`src/rtl/spi_cmd_sequencer.sv`:
```
// Frame-level command sequencer sitting behind a byte-oriented SPI slave.
// Each CS frame carries one command byte followed by an auto-incrementing
// burst of register writes or reads; rejected frames answer with ERR_BYTE.
module spi_cmd_sequencer #(
   parameter int          NUM_REGS  = 16,
   parameter logic [7:0]  SYNC_BYTE = 8'hA5,
   parameter logic [7:0]  ERR_BYTE  = 8'hEE,
   localparam int         ADDR_W    = $clog2(NUM_REGS)
) (
   input  logic              clk,
   input  logic              rst_n,
   input  logic              frame_active,
   input  logic              rx_valid,
   input  logic [7:0]        rx_byte,
   output logic [7:0]        tx_byte,
   output logic [ADDR_W-1:0] reg_addr,
   output logic              reg_wr_en,
   output logic [7:0]        reg_wdata,
   input  logic [7:0]        reg_rdata,
   output logic              frame_err,
   output logic [7:0]        cmd_count,
   output logic [7:0]        err_count
);

   typedef enum logic [2:0] {IDLE, CMD, RD_FETCH, RD_WAIT, WR, ERR} state_t;

   state_t state, state_nxt;

   logic [7:0]        tx_nxt;
   logic [ADDR_W-1:0] addr_nxt;
   logic              wr_en_nxt;
   logic [7:0]        wdata_nxt;
   logic              ferr_nxt;
   logic [7:0]        cmd_cnt_nxt;
   logic [7:0]        err_cnt_nxt;
   logic              cmd_ok;
   logic              byte_in;

   // Burst address advance, wrapping at the top of the register bank
   function automatic logic [ADDR_W-1:0] next_addr(input logic [ADDR_W-1:0] a);
      return (a == ADDR_W'(NUM_REGS - 1)) ? '0 : a + ADDR_W'(1);
   endfunction

   // A byte only counts while the frame is still open
   assign byte_in = rx_valid && frame_active;
   assign cmd_ok  = (rx_byte[6:4] == 3'b000) && (int'(rx_byte[3:0]) < NUM_REGS);

   // State register plus registered outputs, synchronous active-low reset
   always_ff @(posedge clk) begin
      if (!rst_n) begin
         state     <= IDLE;
         tx_byte   <= 8'h00;
         reg_addr  <= '0;
         reg_wr_en <= 1'b0;
         reg_wdata <= 8'h00;
         frame_err <= 1'b0;
         cmd_count <= 8'h00;
         err_count <= 8'h00;
      end else begin
         state     <= state_nxt;
         tx_byte   <= tx_nxt;
         reg_addr  <= addr_nxt;
         reg_wr_en <= wr_en_nxt;
         reg_wdata <= wdata_nxt;
         frame_err <= ferr_nxt;
         cmd_count <= cmd_cnt_nxt;
         err_count <= err_cnt_nxt;
      end
   end

   // Next-state decode; a closed frame always returns to IDLE
   always_comb begin
      state_nxt = state;
      if (!frame_active) begin
         state_nxt = IDLE;
      end else begin
         unique case (state)
            IDLE:     state_nxt = CMD;
            CMD:      if (rx_valid) state_nxt = !cmd_ok ? ERR : (rx_byte[7] ? RD_FETCH : WR);
            RD_FETCH: state_nxt = RD_WAIT;
            RD_WAIT:  if (rx_valid) state_nxt = RD_FETCH;
            WR:       state_nxt = WR;
            ERR:      state_nxt = ERR;
            default:  state_nxt = IDLE;
         endcase
      end
   end

   // Next values of the registered outputs for the current state
   always_comb begin
      tx_nxt      = tx_byte;
      addr_nxt    = reg_addr;
      wr_en_nxt   = 1'b0;
      wdata_nxt   = reg_wdata;
      ferr_nxt    = frame_err;
      cmd_cnt_nxt = cmd_count;
      err_cnt_nxt = err_count;
      if (reg_wr_en) begin
         addr_nxt = next_addr(reg_addr);
      end
      unique case (state)
         IDLE: begin
            if (frame_active) tx_nxt = SYNC_BYTE;
         end
         CMD: begin
            if (byte_in) begin
               if (!cmd_ok) begin
                  tx_nxt      = ERR_BYTE;
                  ferr_nxt    = 1'b1;
                  err_cnt_nxt = (err_count == 8'hFF) ? err_count : err_count + 8'd1;
               end else begin
                  cmd_cnt_nxt = cmd_count + 8'd1;
                  ferr_nxt    = 1'b0;
                  addr_nxt    = rx_byte[ADDR_W-1:0];
               end
            end
         end
         RD_FETCH: begin
            if (frame_active) tx_nxt = reg_rdata;
         end
         RD_WAIT: begin
            if (byte_in) addr_nxt = next_addr(reg_addr);
         end
         WR: begin
            if (byte_in) begin
               wr_en_nxt = 1'b1;
               wdata_nxt = rx_byte;
            end
         end
         ERR: begin
            tx_nxt = tx_byte;
         end
         default: begin
            tx_nxt = tx_byte;
         end
      endcase
   end

endmodule

```
`config.mk`:
```
export PLATFORM = sky130hd
export DESIGN_NAME = spi_cmd_sequencer
export DESIGN_NICKNAME = d
export VERILOG_FILES = /design/src/rtl/spi_cmd_sequencer.sv
export SDC_FILE = /design/constraint.sdc
export NUM_CORES = 1
export LEC_CHECK = 0
export ABC_AREA = 1
export CORE_MARGIN = 5
export CORE_UTILIZATION = 45
export DETAILED_ROUTE_END_ITERATION = 8
export GPL_ROUTABILITY_DRIVEN = 0
export MAX_ROUTING_LAYER = met4
export PLACE_DENSITY = 0.84
export SLEW_MARGIN = 20
export SYNTH_ARGS = -nofsm -noshare
export SYNTH_HDL_FRONTEND = slang
export SYNTH_SLANG_ARGS = --single-unit
```
`constraint.sdc`:
```
create_clock -name clk -period 2.7 [get_ports clk]
set_clock_uncertainty 0.15 [all_clocks]
set_input_delay 0.27 -clock clk [delete_from_list [all_inputs] [get_ports clk]]
set_output_delay 0.27 -clock clk [all_outputs]
set_load 0.005 [all_outputs]
```
==> flow_metrics.py, run 1 <==
metrics = {
    "clock_network": {
        "cts_root_buffer": "clkbuf_8",
        "cts_hold_buf": 0,
        "clkSlewWorstSetupHoldPaths_ps": 80,
        "htreeDepth": 2,
        "cts.sinks": 41,
        "clk_latency_ps": 290,
        "cts_tree": "yes",
        "numCtsBuffers": 5,
        "post_cts_buffers": 0,
        "cts_resized": 0,
        "cts_buffer_depth": 2,
    },
    "synthesis": {
        "ys_seq_area_share_pct": 38.5,
        "yosys_warnings": 0,
        "synth_top_area_share_pct": 38.5,
        "synthCells": 310,
        "ys_types": 33,
        "synth_ff_type": "dfxtp_1",
        "postSynthAreaPerCell_um2": 6.87,
        "synth_largest_area_cell": "dfxtp_1",
        "syn_nets": 333,
        "syn-cell-area_um2": 2130,
        "async_reset_ff_share_pct": 0,
        "ys_top_cells_by_area": "dfxtp_1 (39%), nand2_1 (14%), nor2_1 (8.3%)",
        "synth.most_common_cell": "nand2_1",
        "ys_ff_latch": 41,
        "synth-edff-count": 0,
        "synth_common_cells": "nand2_1 (79), nor2_1 (47), dfxtp_1 (41), a21oi_1 (27), inv_1 (27)",
    },
    "routing": {
        "drt_pre_antenna_iters": 4,
        "vias": 2161,
        "route.detailed.drc": 0,
        "wire_per_inst_um": 12.3,
        "vias_per_cell": 5.08,
        "wirelength_mm": 5.24,
        "first_iter_violations": 123,
        "ant_nets": 0,
    },
    "worst_setup_path": {
        "cpMaxStageDelayCell": "dfxtp_1",
        "max_stage_delay_ps": 430,
        "r2r-start": "err_count[0]$_SDFFE_PN0P_",
        "path_cells": "ha_1, nand3_1, nor3_2, nor2_8, inv_4, nand2_1, a21oi_1",
        "r2r_slack_ps": 910,
        "arrival_ps": 1860,
        "cp-end-kind": "flop",
        "path_depth": 7,
        "rr_worst_depth": 7,
        "critPathBufInv": 1,
        "critPathTopFamily": "simple AND/OR/NAND/NOR gates",
        "crit_start": "err_count[0]$_SDFFE_PN0P_",
        "r2r-end": "err_count[2]$_SDFFE_PN0P_",
        "crit_type": "flop to flop",
        "critPathCapture": "err_count[2]$_SDFFE_PN0P_",
        "crit_required_ps": 2770,
        "cp_max_fo": 9,
        "crit_path_start_kind": "flop",
    },
    "timing": {
        "worst_pin_slew_ps": 488,
        "hold_violations": 0,
        "setup_viol": 0,
        "fin_ws_ps": 914,
        "fin_setup_tns_ps": 0,
        "drv_slew": 0,
        "slew_headroom_pct": 67.4,
        "rsz0062_at_grt": "no",
        "max_freq_ghz": 0.560,
        "min_period_ps": 1790,
        "fin_crit_sh_pct": 66.2,
        "timing.hold.ws_ps": 333,
    },
    "cells_and_area": {
        "final_area_um2": 2860,
        "syn_to_final_growth_pct": 34.1,
        "drive_above_1_share_pct": 7.55,
        "seq_area_um2": 821,
        "multiInputGateArea_um2": 1150,
        "fillCellCount": 435,
        "nets": 393,
        "n_antenna_cell": 0,
        "instances_no_fill": 425,
        "post-route-util_pct": 61.3,
    },
    "global_routing": {
        "met2_usage_pct": 30.5,
        "grt.busiest_layer": "met2",
        "grt_max_degree": 26,
        "grt-ovfl-total": 0,
        "grt_pass1_vias": 1961,
        "grt_pass1_wl_mm": 8.71,
        "grtUsageMet3_pct": 2.61,
        "antenna_found_initial": 0,
        "gr-usage-all-layers_pct": 17.6,
        "grt_util_met1_pct": 21.0,
    },
    "placement": {
        "port-buffer-count": 57,
        "dp.cells": 417,
        "place_area_um2": 2740,
        "hpwl_mm": 3.92,
        "pre_cts_ws_ps": 673,
    },
    "floorplanning": {
        "placeableCoreArea_um2": 4660,
        "fp-row-count": 25,
        "die-area_um2": 6210,
        "io_pins": 58,
        "start_util_pct": 45.7,
        "die_h_um": 78.8,
        "fp.dieW_um": 78.8,
    },
    "outcome": {
        "status": "finished, final reports clean",
    },
    "power": {
        "leakage_nw": 1.15,
        "power_mw": 1.31,
        "p_per_area_nw_per_um2": 458,
        "vdd_drop_max_mv": 0.326,
    },
    "flow_run": {
        "drv_cap": 0,
    },
    "worst_hold_path": {
        "hp-class": "flop to flop",
        "whs_path_depth": 2,
    },
}
[cells by family after synthesis]
family	synth area share, %
xor gates and xnor gates	2.47
and+or+nand+nor	36.6
adders and majority gates	1.76
AOI/OAI and AO/OA	13.3
DFF	38.5
buffers and inverters	7.40
[registers in the layout (all words and copies together) (netlist names)]
signal / count
cmd_count: 8
err_count: 8
frame_err: 1
reg_addr: 4
reg_wdata: 8
reg_wr_en: 1
state: 3
tx_byte: 8
[worst min-delay path by stage]
stage	startpoint	to	slack, ps
2_1_floorplan	rst_n	cmd_count[0]$_SDFFE_PN0P_	260
5_1_grt	reg_wdata[0]$_SDFFE_PN0P_	reg_wdata[0]$_SDFFE_PN0P_	360
4_1_cts	reg_wdata[1]$_SDFFE_PN0P_	reg_wdata[1]$_SDFFE_PN0P_	340
6_report	reg_wdata[1]$_SDFFE_PN0P_	reg_wdata[1]$_SDFFE_PN0P_	330
3_5_place_dp	reg_wdata[0]$_SDFFE_PN0P_	reg_wdata[0]$_SDFFE_PN0P_	320
3_3_place_gp	reg_wdata[3]$_SDFFE_PN0P_	reg_wdata[3]$_SDFFE_PN0P_	310
[cells in the final DEF, fill, tap and decap left out, types with 5 or more instances in the layout]
cell             instances
nand2_1                 79
clkdlybuf4s50_1         57
nor2_1                  47
dfxtp_1                 41
inv_1                   27
a21oi_1                 27
nand3_1                 20
o21ai_0                 20
clkbuf_8                 6
nand4_1                  5
[where the power goes]
part           switching [mW]  internal, mW  leakage [nW]
clock                   0.206         0.301        0.0585
combinational          0.0803        0.0822         0.759
sequential             0.0146         0.623         0.333
[routing by layer]
metal	share of wire (%)	up-vias	wire length (µm)
met5	0	-	0
met4	1.7	0	87
met3	4.3	9	223
met2	50	54	2620
met1	44	975	2310
li1	-	1123	-
[worst min-delay path: stages (launching register included)]
cell	delay, ps
dfxtp_1	330
nor2_1	40
nor2_1	80
[area by class of cell]
cell class              count  area share (%)
multi-input cells         232            40.3
flip-flops and latches     41            28.7
repair buffers             58            20.2
inverters                  32            4.29
clock buffers               7            3.02
well taps                  54            2.36
clock inverters             1            1.05
Power figures use the tool's default switching activity.
==> run 2, diff against run 1 <==
--- a/config.mk
+++ b/config.mk
@@ -7,7 +7,7 @@
 export LEC_CHECK = 0
 export ABC_AREA = 1
 export CORE_MARGIN = 5
-export CORE_UTILIZATION = 45
+export CORE_UTILIZATION = 43
 export DETAILED_ROUTE_END_ITERATION = 8
 export GPL_ROUTABILITY_DRIVEN = 0
 export MAX_ROUTING_LAYER = met4
==> constraint.sdc (replaced) <==
create_clock -name clk -period 1.5 [get_ports clk]
set_clock_uncertainty 0.15 [all_clocks]
set_input_delay 0.15 -clock clk [delete_from_list [all_inputs] [get_ports clk]]
set_output_delay 0.15 -clock clk [all_outputs]
set_load 0.005 [all_outputs]
==> flow_metrics.py, run 2 (synthesis gave the netlist of run 1 again) <==
metrics = {
    "outcome": {
        "status": "finished with violations",
        "violations": "setup timing",
    },
    "routing": {
        "ant_nets": 0,
        "vias_per_cell": 5.09,
        "vias": 2422,
        "wl_met3_um": 324,
        "route.detailed.drc": 0,
        "first_iter_violations": 188,
        "drt_pre_antenna_iters": 4,
        "wire_per_inst_um": 12.7,
        "met2_length_mm": 3.25,
        "routed.top_layer": "met4",
        "wl_met1_mm": 2.36,
        "wirelength_mm": 6.05,
    },
    "timing": {
        "hold_violations": 0,
        "rsz0062_at_grt": "yes",
        "drv_slew": 0,
        "slew_headroom_pct": 65.4,
        "fin_crit_sh_pct": 103,
        "max_freq_ghz": 0.649,
        "worst_pin_slew_ps": 519,
        "fin_setup_tns_ps": -60.9,
        "setup_viol": 4,
        "fin_ws_ps": -41.7,
        "min_period_ps": 1540,
    },
    "floorplanning": {
        "fp.dieW_um": 80.4,
        "start_util_pct": 44.8,
        "io_pins": 58,
        "die_h_um": 80.4,
        "fp-row-count": 25,
        "placeableCoreArea_um2": 4750,
        "die-area_um2": 6460,
    },
    "power": {
        "p_comb_share_pct": 14.9,
        "sw_frac_of_total_pct": 23.4,
        "internal_power_mw": 1.84,
        "leakage_nw": 1.44,
        "clockPowerShare_pct": 38.0,
        "power.switching_mw": 0.564,
        "vdd_drop_max_mv": 0.503,
        "p_seq_share_pct": 47.1,
        "p_per_area_nw_per_um2": 730,
    },
    "clock_network": {
        "clk_latency_ps": 290,
        "cts_buffer_depth": 2,
        "cts.sinks": 41,
        "cts_tree": "yes",
        "cts_root_buffer": "clkbuf_8",
        "numCtsBuffers": 5,
        "cts_hold_buf": 0,
        "clkSlewWorstSetupHoldPaths_ps": 80,
        "htreeDepth": 2,
    },
    "worst_setup_path": {
        "crit_required_ps": 1500,
        "cp-end-kind": "flop",
        "arrival_ps": 1540,
        "crit_type": "flop to flop",
        "cp_max_fo": 4,
        "r2r-start": "err_count[1]$_SDFFE_PN0P_",
        "crit_path_start_kind": "flop",
        "crit_start": "err_count[1]$_SDFFE_PN0P_",
    },
    "flow_run": {
        "drv_cap": 0,
    },
    "global_routing": {
        "gr-usage-all-layers_pct": 18.5,
        "grt-ovfl-total": 0,
        "grt_pass1_wl_mm": 9.41,
        "antenna_found_initial": 0,
        "grt_pass1_vias": 2220,
        "grt_max_degree": 15,
    },
    "cells_and_area": {
        "n_antenna_cell": 0,
        "final_common_cell": "nand2_1",
        "nets": 431,
        "instances_no_fill": 476,
        "layout_common_cells": "nand2_1 (74), clkdlybuf4s50_1 (48), nor2_1 (44)",
        "drive_above_1_share_pct": 25.4,
        "fillCellCount": 392,
        "syn_to_final_growth_pct": 54.7,
    },
    "worst_hold_path": {
        "hp-class": "input pin to flop",
        "min_from": "reg_rdata[4]",
    },
    "placement": {
        "dp.cells": 457,
        "hpwl_mm": 4.14,
        "port-buffer-count": 57,
    },
}
## run 2: cell count changes in the layout (fill, tap and decap cells not counted), sizes merged
cell and delta:
buf +37, dlymetal6s2s +2, dlygate4sd2 +7, clkdlybuf4s50 -9
nor2 +1
## run 2: path summary, 6_finish.rpt
kind | endpoint | slack [ps] | cells after the start
min reg2reg | reg_wdata[7]$_SDFFE_PN0P_ | 340 | 2
min | tx_byte[4]$_SDFFE_PN0P_ | 280 | 3
max | err_count[6]$_SDFFE_PN0P_ | -40 | 7
max reg2reg | err_count[6]$_SDFFE_PN0P_ | -40 | 7
## run 2: area by class of cell
cell class | count | area [µm²] | area share (%)
timing repair buffer | 95 | 860 | 26.1
clock buffer | 7 | 86.3 | 2.62
multi-input combinational | 233 | 1240 | 37.6
inverter | 32 | 128 | 3.87
clock inverter | 1 | 30.0 | 0.911
sequential | 41 | 870 | 26.4
tap | 67 | 83.8 | 2.54
## run 2: layer usage
layer,GRT usage [%],up-vias
met5,-,-
met3,2.80,13
met1,21.6,1128
met2,32.5,82
met4,6.25,0
li1,-,1199
## run 2: power groups by stage
stage                     logic [mW]  registers (mW)  clock network [mW]
after floorplan                0.145            1.17                   0
after global placement         0.322            1.17                   0
after detailed placement       0.327            1.17                   0
after CTS                      0.328            1.14               0.934
after global routing           0.392            1.14               0.990
final                          0.358            1.13               0.914
## run 2: per-stage QoR
| step | hold slack, ps | setup slack (ps) | utilization [%] | total power [mW] | instance area [µm²] |
|---|---|---|---|---|---|
| 3_5_place_dp | 326 | -326 | 62.6 | 1.50 | 2980 |
| 3_3_place_gp | 312 | -275 | 62.6 | 1.49 | 2980 |
| 4_1_cts | 270 | -1.09 | 65.5 | 2.40 | 3110 |
| 2_1_floorplan | 138 | 3.74 | - | 1.32 | 2150 |
| 5_1_grt | 282 | -91.7 | 69.3 | 2.52 | 3300 |
| 6_report | 275 | -41.7 | 69.3 | 2.41 | 3300 |
## run 2: worst max-delay path, stage by stage, from the launching register on
cell,delay (ps)
dfxtp_2,360
ha_4,150
nand3_4,90
nor3_4,310
buf_6,160
nor2_4,40
nand2_1,80
a21oi_1,70
## run 2: repair_timing
item                       in CTS  in global routing
setup endpoints to repair      32                 34
buffers inserted                0                 10
cloned                          0                  1
gates resized for setup        29                 32
pin swaps                       1                  8
hold endpoints to repair        0                  0
==> variant (settings of run 1) <==
Change the parameter `NUM_REGS` from 16 to 32.
--- a/src/rtl/spi_cmd_sequencer.sv
+++ b/src/rtl/spi_cmd_sequencer.sv
@@ -2,7 +2,7 @@
 // Each CS frame carries one command byte followed by an auto-incrementing
 // burst of register writes or reads; rejected frames answer with ERR_BYTE.
 module spi_cmd_sequencer #(
-   parameter int          NUM_REGS  = 16,
+   parameter int          NUM_REGS  = 32,
    parameter logic [7:0]  SYNC_BYTE = 8'hA5,
    parameter logic [7:0]  ERR_BYTE  = 8'hEE,
    localparam int         ADDR_W    = $clog2(NUM_REGS)
Ports: changed (resized reg_addr); port bits go from 58 to 59. The function was not compared with the original's and may differ.
==> variant against run 1 <==
- final area grew 1.1%
- wire length grew 1.8%
- power grew 0.50%
- sequential power grew 2%
- global-route usage grew 1.1 points
- sequential cell count grew 1
- synthesized area grew 1.0%
- setup slack lost 190 ps
- fmax shrank 9.4%
- largest power group unchanged
- highest routed layer unchanged
==> variant: results (changes against run 1) <==
Setup crit start - reg_addr[0]
outcome - completed
clock latency at the later pin of the worst-skew pair - 290 ps (about the same)
overall via count from detail_route - 2180 (+0.88%)
WL met3 - 294 µm (+32%)
fraction of layout cells with a size suffix above 1 - 9.78% (+2.2 points)
met3 capacity usage during global routing - 3.63% (+1.0 points)
first-pass GRT wire length - 9180 µm (+5.4%)
Crit path arrival time - 2000 ps (+140 ps)
met1 track utilization from global routing - 22.2% (+1.2 points)
Async S/R FF share, synth - 0% (unchanged)
Metal-1 WL - 2370 µm (+2.5%)
register-to-register path setup slack - 730 ps (-190 ps)
wire length on met2 - 2570 µm (-1.8%)
final wirelength - 5330 µm (+1.8%)
clock buffer instance count of the final layout - 5 (-2)
post-route worst hold slack - 328 ps (-4.37 ps)
critical hold path startpoint - tx_byte[4]
Inverters, non-clock - 30 (-6.3%)
port buffer count - 58 (+1.8%)
initial drt markers - 102 (-17%)
Mapped Cells - 306 (-1.3%)
Ant. Diodes - 0 (unchanged)
biggest cell delay along the critical path - 430 ps (about the same)
met2 track demand over resource - 31.1% (+0.67 points)
sequential cell area fraction in the yosys report - 39.1% (+0.55 points)
sequential cells - 42 (+2.4%)
combined global-route utilization of all metal layers - 18.7% (+1.1 points)
nets - 391 (-0.51%)
static leakage - 1.15 nW (-0.25%)
number of buffers added for setup after CTS - 0 (unchanged)
Max transition margin - 65.9% (-1.5 points)
number of different library cells in the post-synthesis netlist - 34 (+3.0%)
FF+latch area - 841 µm² (+2.4%)
worst setup path endpoint - reg_addr[0]
slowest cell on the critical path - sky130_fd_sc_hd__dfxtp_1
pin count of the biggest net entering global routing - 18 (-31%)
multi-input gate count - 229 (-1.3%)
number of buffers outside the clock class in the layout - 59 (+1.7%)
Worst Reg2Reg Path Length in Cells - 12 (+5)
path category of the worst min-delay check - flip-flop to flip-flop
Data buffer area share - 20.4% (+0.13 points)
DPL Wire Length - 4050 µm (+3.4%)
# fillers - 430 (-1.1%)
worst min-delay path endpoint - tx_byte[4]
fraction of area in multi-input gates - 40.4% (about the same)
clock-pin slew reported for the worst setup and hold paths after clock tree synthesis - 80 ps (about the same)
top cells by area, synth - sky130_fd_sc_hd__dfxtp_1, sky130_fd_sc_hd__nand2_1, sky130_fd_sc_hd__nor2_1
buffers from clock root to sink, at most - 2 (unchanged)
maximum ir drop on the vdd rail - 0.000263 V (-19%)
net count of the mapped netlist - 330 (-0.90%)
leading cell types by count after synthesis - sky130_fd_sc_hd__nand2_1, sky130_fd_sc_hd__nor2_1, sky130_fd_sc_hd__dfxtp_1
worst-path fanout max - 6 (-3)
iteration count of the initial detailed-routing pass - 4 (unchanged)
portion of the layout cell area used by clock cells - 3.77% (-0.30 points)
number of global-route vias before repair - 2117 (+8.0%)
Switching Fraction - 24.3% (+1.3 points)
variant: power groups by stage:
stage / Clock, W / Combinational, W / Sequential, W
floorplan: 0 / 0.0000909 / 0.000667
global placement: 0 / 0.000175 / 0.000667
detailed placement: 0 / 0.000177 / 0.000667
CTS: 0.000496 / 0.000178 / 0.000652
global route: 0.000527 / 0.000197 / 0.000656
finish: 0.000484 / 0.000178 / 0.000653
variant: cells by family (layout without fill, tap and decap cells):
logic type      count (synthesis)  in the layout  share of synthesized area (%)
flops                          42             42                           39.1
buf+inv                        35             97                           6.74
compound gates                 56             56                           14.7
fa+ha+maj                       4              4                           2.33
simple gates                  162            162                           34.4
xor+xnor                        7              7                           2.85
variant: through the flow:
stage                     area (µm²)  instances  util, %  worst slack, ps  total power, W
final                           2890        422     61.6              728         0.00131
after global routing            2890        422     61.6              532         0.00138
after CTS                       2890        422     61.6              745         0.00133
after detailed placement        2780        414     59.3              570        0.000844
after global placement          2780        414     59.3              631        0.000842
after floorplan                 2150        306        -              968        0.000758
